`config.mk`:
```
export PLATFORM = sky130hd
export DESIGN_NAME = snes_pad_responder
export DESIGN_NICKNAME = d
export VERILOG_FILES = /design/src/rtl/snes_pad_responder.sv
export SDC_FILE = /design/constraint.sdc
export NUM_CORES = 1
export LEC_CHECK = 0
export BUFFER_PORTS_ARGS = -buffer_cell sky130_fd_sc_hd__clkbuf_2
export CAP_MARGIN = 20
export CORE_AREA = 5 5 98 77
export DETAILED_ROUTE_END_ITERATION = 7
export DIE_AREA = 0 0 103 82
export GPL_TIMING_DRIVEN = 0
export SYNTH_ARGS = -nofsm -noshare
export SYNTH_HDL_FRONTEND = slang
export SYNTH_SLANG_ARGS = --single-unit
```
`constraint.sdc`:
```
create_clock -name clk -period 3.6 [get_ports clk]
set_input_delay 0.54 -clock clk [delete_from_list [all_inputs] [get_ports clk]]
set_output_delay 0.54 -clock clk [all_outputs]
set_load 0.01 [all_outputs]
```
`src/rtl/snes_pad_responder.sv`:
```
// Console-side controller-port responder: latches the active-low button vector on
// pad_latch and shifts it out LSB-first on pad_data, one bit per pad_clk rising edge.
module snes_pad_responder #(
    parameter int SYNC_STAGES    = 2,
    parameter int TIMEOUT_CYCLES = 50000
) (
    input  logic        clk,
    input  logic        reset,
    input  logic [15:0] buttons_n,
    input  logic        pad_latch,
    input  logic        pad_clk,
    output logic        pad_data,
    output logic        busy,
    output logic        frame_done,
    output logic [4:0]  bit_count
);

    localparam int TW = $clog2(TIMEOUT_CYCLES + 1);

    typedef enum logic [1:0] {
        IDLE     = 2'd0,
        LATCHED  = 2'd1,
        SHIFTING = 2'd2
    } state_t;

    state_t                 state_q, state_d;
    logic [SYNC_STAGES-1:0] latch_sync_q, latch_sync_d;
    logic [SYNC_STAGES-1:0] clk_sync_q, clk_sync_d;
    logic                   latch_prev_q, latch_prev_d;
    logic                   clk_prev_q, clk_prev_d;
    logic                   latch_rise_q, latch_rise_d;
    logic                   latch_fall_q, latch_fall_d;
    logic                   clk_rise_q, clk_rise_d;
    logic [15:0]            sr_q, sr_d;
    logic [4:0]             bit_count_q, bit_count_d;
    logic [TW-1:0]          tmo_q, tmo_d;
    logic                   pad_data_q, pad_data_d;
    logic                   busy_q, busy_d;
    logic                   frame_done_q, frame_done_d;
    logic                   latch_s, clk_s;

    assign latch_s = latch_sync_q[SYNC_STAGES-1];
    assign clk_s   = clk_sync_q[SYNC_STAGES-1];

    // Synchronizers feed registered strobes, so pin edge to strobe is SYNC_STAGES+1 cycles.
    always_comb begin
        latch_sync_d = {latch_sync_q[SYNC_STAGES-2:0], pad_latch};
        clk_sync_d   = {clk_sync_q[SYNC_STAGES-2:0], pad_clk};
        latch_prev_d = latch_s;
        clk_prev_d   = clk_s;
        latch_rise_d = latch_s & ~latch_prev_q;
        latch_fall_d = ~latch_s & latch_prev_q;
        clk_rise_d   = clk_s & ~clk_prev_q;
    end

    always_comb begin
        state_d      = state_q;
        sr_d         = sr_q;
        bit_count_d  = bit_count_q;
        tmo_d        = '0;
        frame_done_d = 1'b0;

        case (state_q)
            IDLE: begin
                sr_d        = 16'hFFFF;
                bit_count_d = 5'd0;
                if (latch_rise_q) begin
                    state_d = LATCHED;
                end
            end

            LATCHED: begin
                if (latch_s) begin
                    sr_d = buttons_n;
                end
                if (latch_fall_q) begin
                    state_d     = SHIFTING;
                    bit_count_d = 5'd0;
                end
            end

            SHIFTING: begin
                // A new latch always wins over a coincident shift edge.
                if (latch_rise_q) begin
                    state_d = LATCHED;
                end else if (clk_rise_q) begin
                    sr_d = {1'b1, sr_q[15:1]};
                    if (bit_count_q != 5'd31) begin
                        bit_count_d = bit_count_q + 5'd1;
                    end
                    frame_done_d = (bit_count_q == 5'd15);
                end else if (tmo_q == TW'(TIMEOUT_CYCLES - 1)) begin
                    state_d     = IDLE;
                    sr_d        = 16'hFFFF;
                    bit_count_d = 5'd0;
                end else begin
                    tmo_d = tmo_q + TW'(1);
                end
            end

            default: begin
                state_d     = IDLE;
                sr_d        = 16'hFFFF;
                bit_count_d = 5'd0;
            end
        endcase

        pad_data_d = sr_d[0];
        busy_d     = (state_d != IDLE);
    end

    always_ff @(posedge clk) begin
        if (reset) begin
            state_q      <= IDLE;
            latch_sync_q <= '0;
            clk_sync_q   <= '0;
            latch_prev_q <= 1'b0;
            clk_prev_q   <= 1'b0;
            latch_rise_q <= 1'b0;
            latch_fall_q <= 1'b0;
            clk_rise_q   <= 1'b0;
            sr_q         <= 16'hFFFF;
            bit_count_q  <= 5'd0;
            tmo_q        <= '0;
            pad_data_q   <= 1'b1;
            busy_q       <= 1'b0;
            frame_done_q <= 1'b0;
        end else begin
            state_q      <= state_d;
            latch_sync_q <= latch_sync_d;
            clk_sync_q   <= clk_sync_d;
            latch_prev_q <= latch_prev_d;
            clk_prev_q   <= clk_prev_d;
            latch_rise_q <= latch_rise_d;
            latch_fall_q <= latch_fall_d;
            clk_rise_q   <= clk_rise_d;
            sr_q         <= sr_d;
            bit_count_q  <= bit_count_d;
            tmo_q        <= tmo_d;
            pad_data_q   <= pad_data_d;
            busy_q       <= busy_d;
            frame_done_q <= frame_done_d;
        end
    end

    assign pad_data   = pad_data_q;
    assign busy       = busy_q;
    assign frame_done = frame_done_q;
    assign bit_count  = bit_count_q;

endmodule
```
==> out/results.txt <==
routed wl met3 = 225 um
PortBufs = 26
# nets final = 300
wire per inst = 13.4 um
H-tree level count = 2
DP Worst Slack = 1370 ps
Metal-1 WL = 2.56 mm
CP Class = flip-flop to flip-flop
clock root buffer = clkbuf_8
largest net degree at the start of global routing = 15
gr usage total = 12.3%
dpl hpwl = 3.41 mm
Setup WS post-layout = 1310 ps
Syn Std Cell Area = 2190 um^2
slowest CP cell = dfxtp_1
register area = 1000 um^2
crit-path max cell delay = 420 ps
Max transition margin = 60.4%
worst slew pin tran = 588 ps
routed vias/inst = 5.08
Placed Instance Area = 2420 um^2
final instance area = 2530 um^2
share of layout cells above drive strength 1 = 17.6%
CP bufs+invs = 3
DRC = 0
clk_lat worst skew = 300 ps
fill count = 683
crit path from = state_q[0]$_SDFF_PP0_
n_diodes = 0
GRT Residual Overflow = 0
Final Hold Fails = 0
Critical Path Most Common Cell = buf_2
Clock Path Buffers = 2
Crit. End Element = flip-flop
initial antenna violation count = 0
Cell Count, Final, Fillers Out = 356
status = complete, no violations
Post-Synthesis Cells = 239
clk sink count = 50
Worst Hold Class = flip-flop to flip-flop
Post-CTS Resized = 0
average size of a mapped cell = 9.15 um^2
met2 WL = 1.90 mm
post-route clock period utilization = 63.7%
Unique masters post-synth = 41
clock buffer count from CTS = 5
Leak = 0.954 nW
CP delay by family, top = simple AND/OR/NAND/NOR gates
r2r setup slk = 1310 ps
die height = 82 um
Seq cells post-synth = 50
DR pass1 iterations = 4
worst hold start = clk_prev_q$_SDFF_PP0_
DIE WIDTH = 103 um
initial core utilization = 33.3%
Max Cap Viol = 0
Syn. warnings = 0
CP startpoint kind = flip-flop
initial DRC count = 110
CTS clk-pin slew, worst paths = 90 ps
Placeable Area = 6570 um^2
DIE AREA = 8450 um^2
boundary pin count = 28
post-CTS setup buffers = 0
Multi-input gate area = 1080 um^2
placed insts = 349
Max VDD drop = 0.155 mV
WL final = 4.76 mm
cts hold-fix bufs = 0
Worst EP arrival = 2480 ps
area delta synth->final = 15.9%
skew final = 4.22 ps
Syn Nets = 267
setup TNS = 0 ps
CTS tree = built
PwrDens = 388 nW/um^2
first-pass GRT wire length = 8.11 mm
FP Rows = 26
RR Startpoint = state_q[0]$_SDFF_PP0_
required time worst endpoint = 3790 ps
RSZ-0062 raised after global routing = no
DR top layer = met4
crit path time final = 2290 ps
routability cong. = 0.790
Max Clk Rate = 436 MHz
Final Max Tran Viols = 0
Final setup viols = 0
Crit Path Max Fanout = 10
register area share after synthesis = 45.8%
crit-path cells = inv_1, ha_1, nor2b_1, or3b_1, buf_2, buf_2, a221oi_1, a21oi_2
vias in the first global route = 1680
Vias = 1809
Detail Route Antenna Nets = 0
cell usage in the layout (no fill, tap or decap), types with 8 or more instances in the layout:
master,Yosys,final
dfxtp_1,50,50
clkbuf_2,0,26
nor3_1,25,25
nor2_1,22,22
a21oi_1,19,19
a221oi_1,15,15
nand2_1,10,10
nor2b_1,8,8
ha_1,8,8
Yosys cell counts (all sizes together):
cell type | number | area, um^2
nand3 | 7 | 35.0
nor3b | 1 | 7.51
ha | 8 | 100
buf | 9 | 60.1
o22ai | 1 | 6.26
xnor2 | 6 | 52.6
a311oi | 1 | 8.76
a21oi | 20 | 104
a31oi | 3 | 18.8
or2 | 1 | 6.26
nor2b | 8 | 50.1
nand2b | 1 | 6.26
o21ai | 6 | 30.0
and3 | 7 | 43.8
a21o | 1 | 7.51
xor2 | 7 | 61.3
a41oi | 1 | 8.76
nor3 | 25 | 125
o31ai | 1 | 7.51
inv | 7 | 26.3
a211oi | 1 | 7.51
nor4 | 2 | 12.5
o221ai | 1 | 8.76
clkbuf | 5 | 18.8
and4b | 1 | 10.0
and4 | 1 | 8.76
a31o | 1 | 8.76
dfxtp | 50 | 1000
a221oi | 16 | 158
nand2 | 10 | 37.5
nor2 | 22 | 82.6
nand4 | 3 | 25.0
and2 | 2 | 12.5
nor4b | 1 | 15.0
or3 | 1 | 6.26
or3b | 1 | 8.76
per-stage QoR:
stage,hold slack [ps],power [mW],utilization [%]
after global routing,416,1.03,38.6
after global placement,371,0.595,36.9
after detailed placement,381,0.595,36.9
after CTS,394,0.998,38.6
after floorplan,367,0.581,-
final,390,0.983,38.6
worst paths after layout:
kind,depth (start not counted),endpoint
setup / recovery,8,sr_q[7]$_SDFFE_PP1P_
hold / removal,1,clk_rise_q$_SDFF_PP0_
setup reg to reg,8,sr_q[7]$_SDFFE_PP1P_
hold reg to reg,1,clk_rise_q$_SDFF_PP0_
cells by family after synthesis:
| kind of cell | Yosys count | share of synthesized area [%] |
|---|---|---|
| and+or+nand+nor | 94 | 22.5 |
| AOI/OAI and AO/OA | 53 | 17.1 |
| xor gates and xnor gates | 13 | 5.21 |
| adders and majority gates | 8 | 4.58 |
| buffers and inverters | 21 | 4.81 |
| DFF | 50 | 45.8 |
layout make-up:
cell class,count,area share [%]
multi-input cells,168,42.6
inverters,7,1.04
plain buffers,14,3.11
flip-flops and latches,50,39.5
repair buffers,26,5.13
well taps,84,4.15
clock buffers,6,3.26
clock inverters,1,1.18
per-layer routing:
metal,GRT usage (%),up-vias
met1,18.3,842
met4,5.05,0
li1,-,925
met5,0,-
met3,2.97,7
met2,16.8,35
flip-flops by register name, indices dropped and copies added, names as in the netlist:
| register | cells |
|---|---|
| bit_count | 5 |
| latch_sync_q | 2 |
| clk_sync_q | 2 |
| latch_fall_q | 1 |
| latch_prev_q | 1 |
| clk_prev_q | 1 |
| tmo_q | 16 |
| latch_rise_q | 1 |
| state_q | 2 |
| busy | 1 |
| sr_q | 16 |
| clk_rise_q | 1 |
| frame_done | 1 |
power by group:
group | internal, mW | leakage, nW | switching [mW] | total (mW)
clock | 0.222 | 0.0573 | 0.178 | 0.400
combinational | 0.0112 | 0.492 | 0.0128 | 0.0241
sequential | 0.556 | 0.405 | 0.00195 | 0.558
Note: power is estimated with default switching activity, not from simulation.
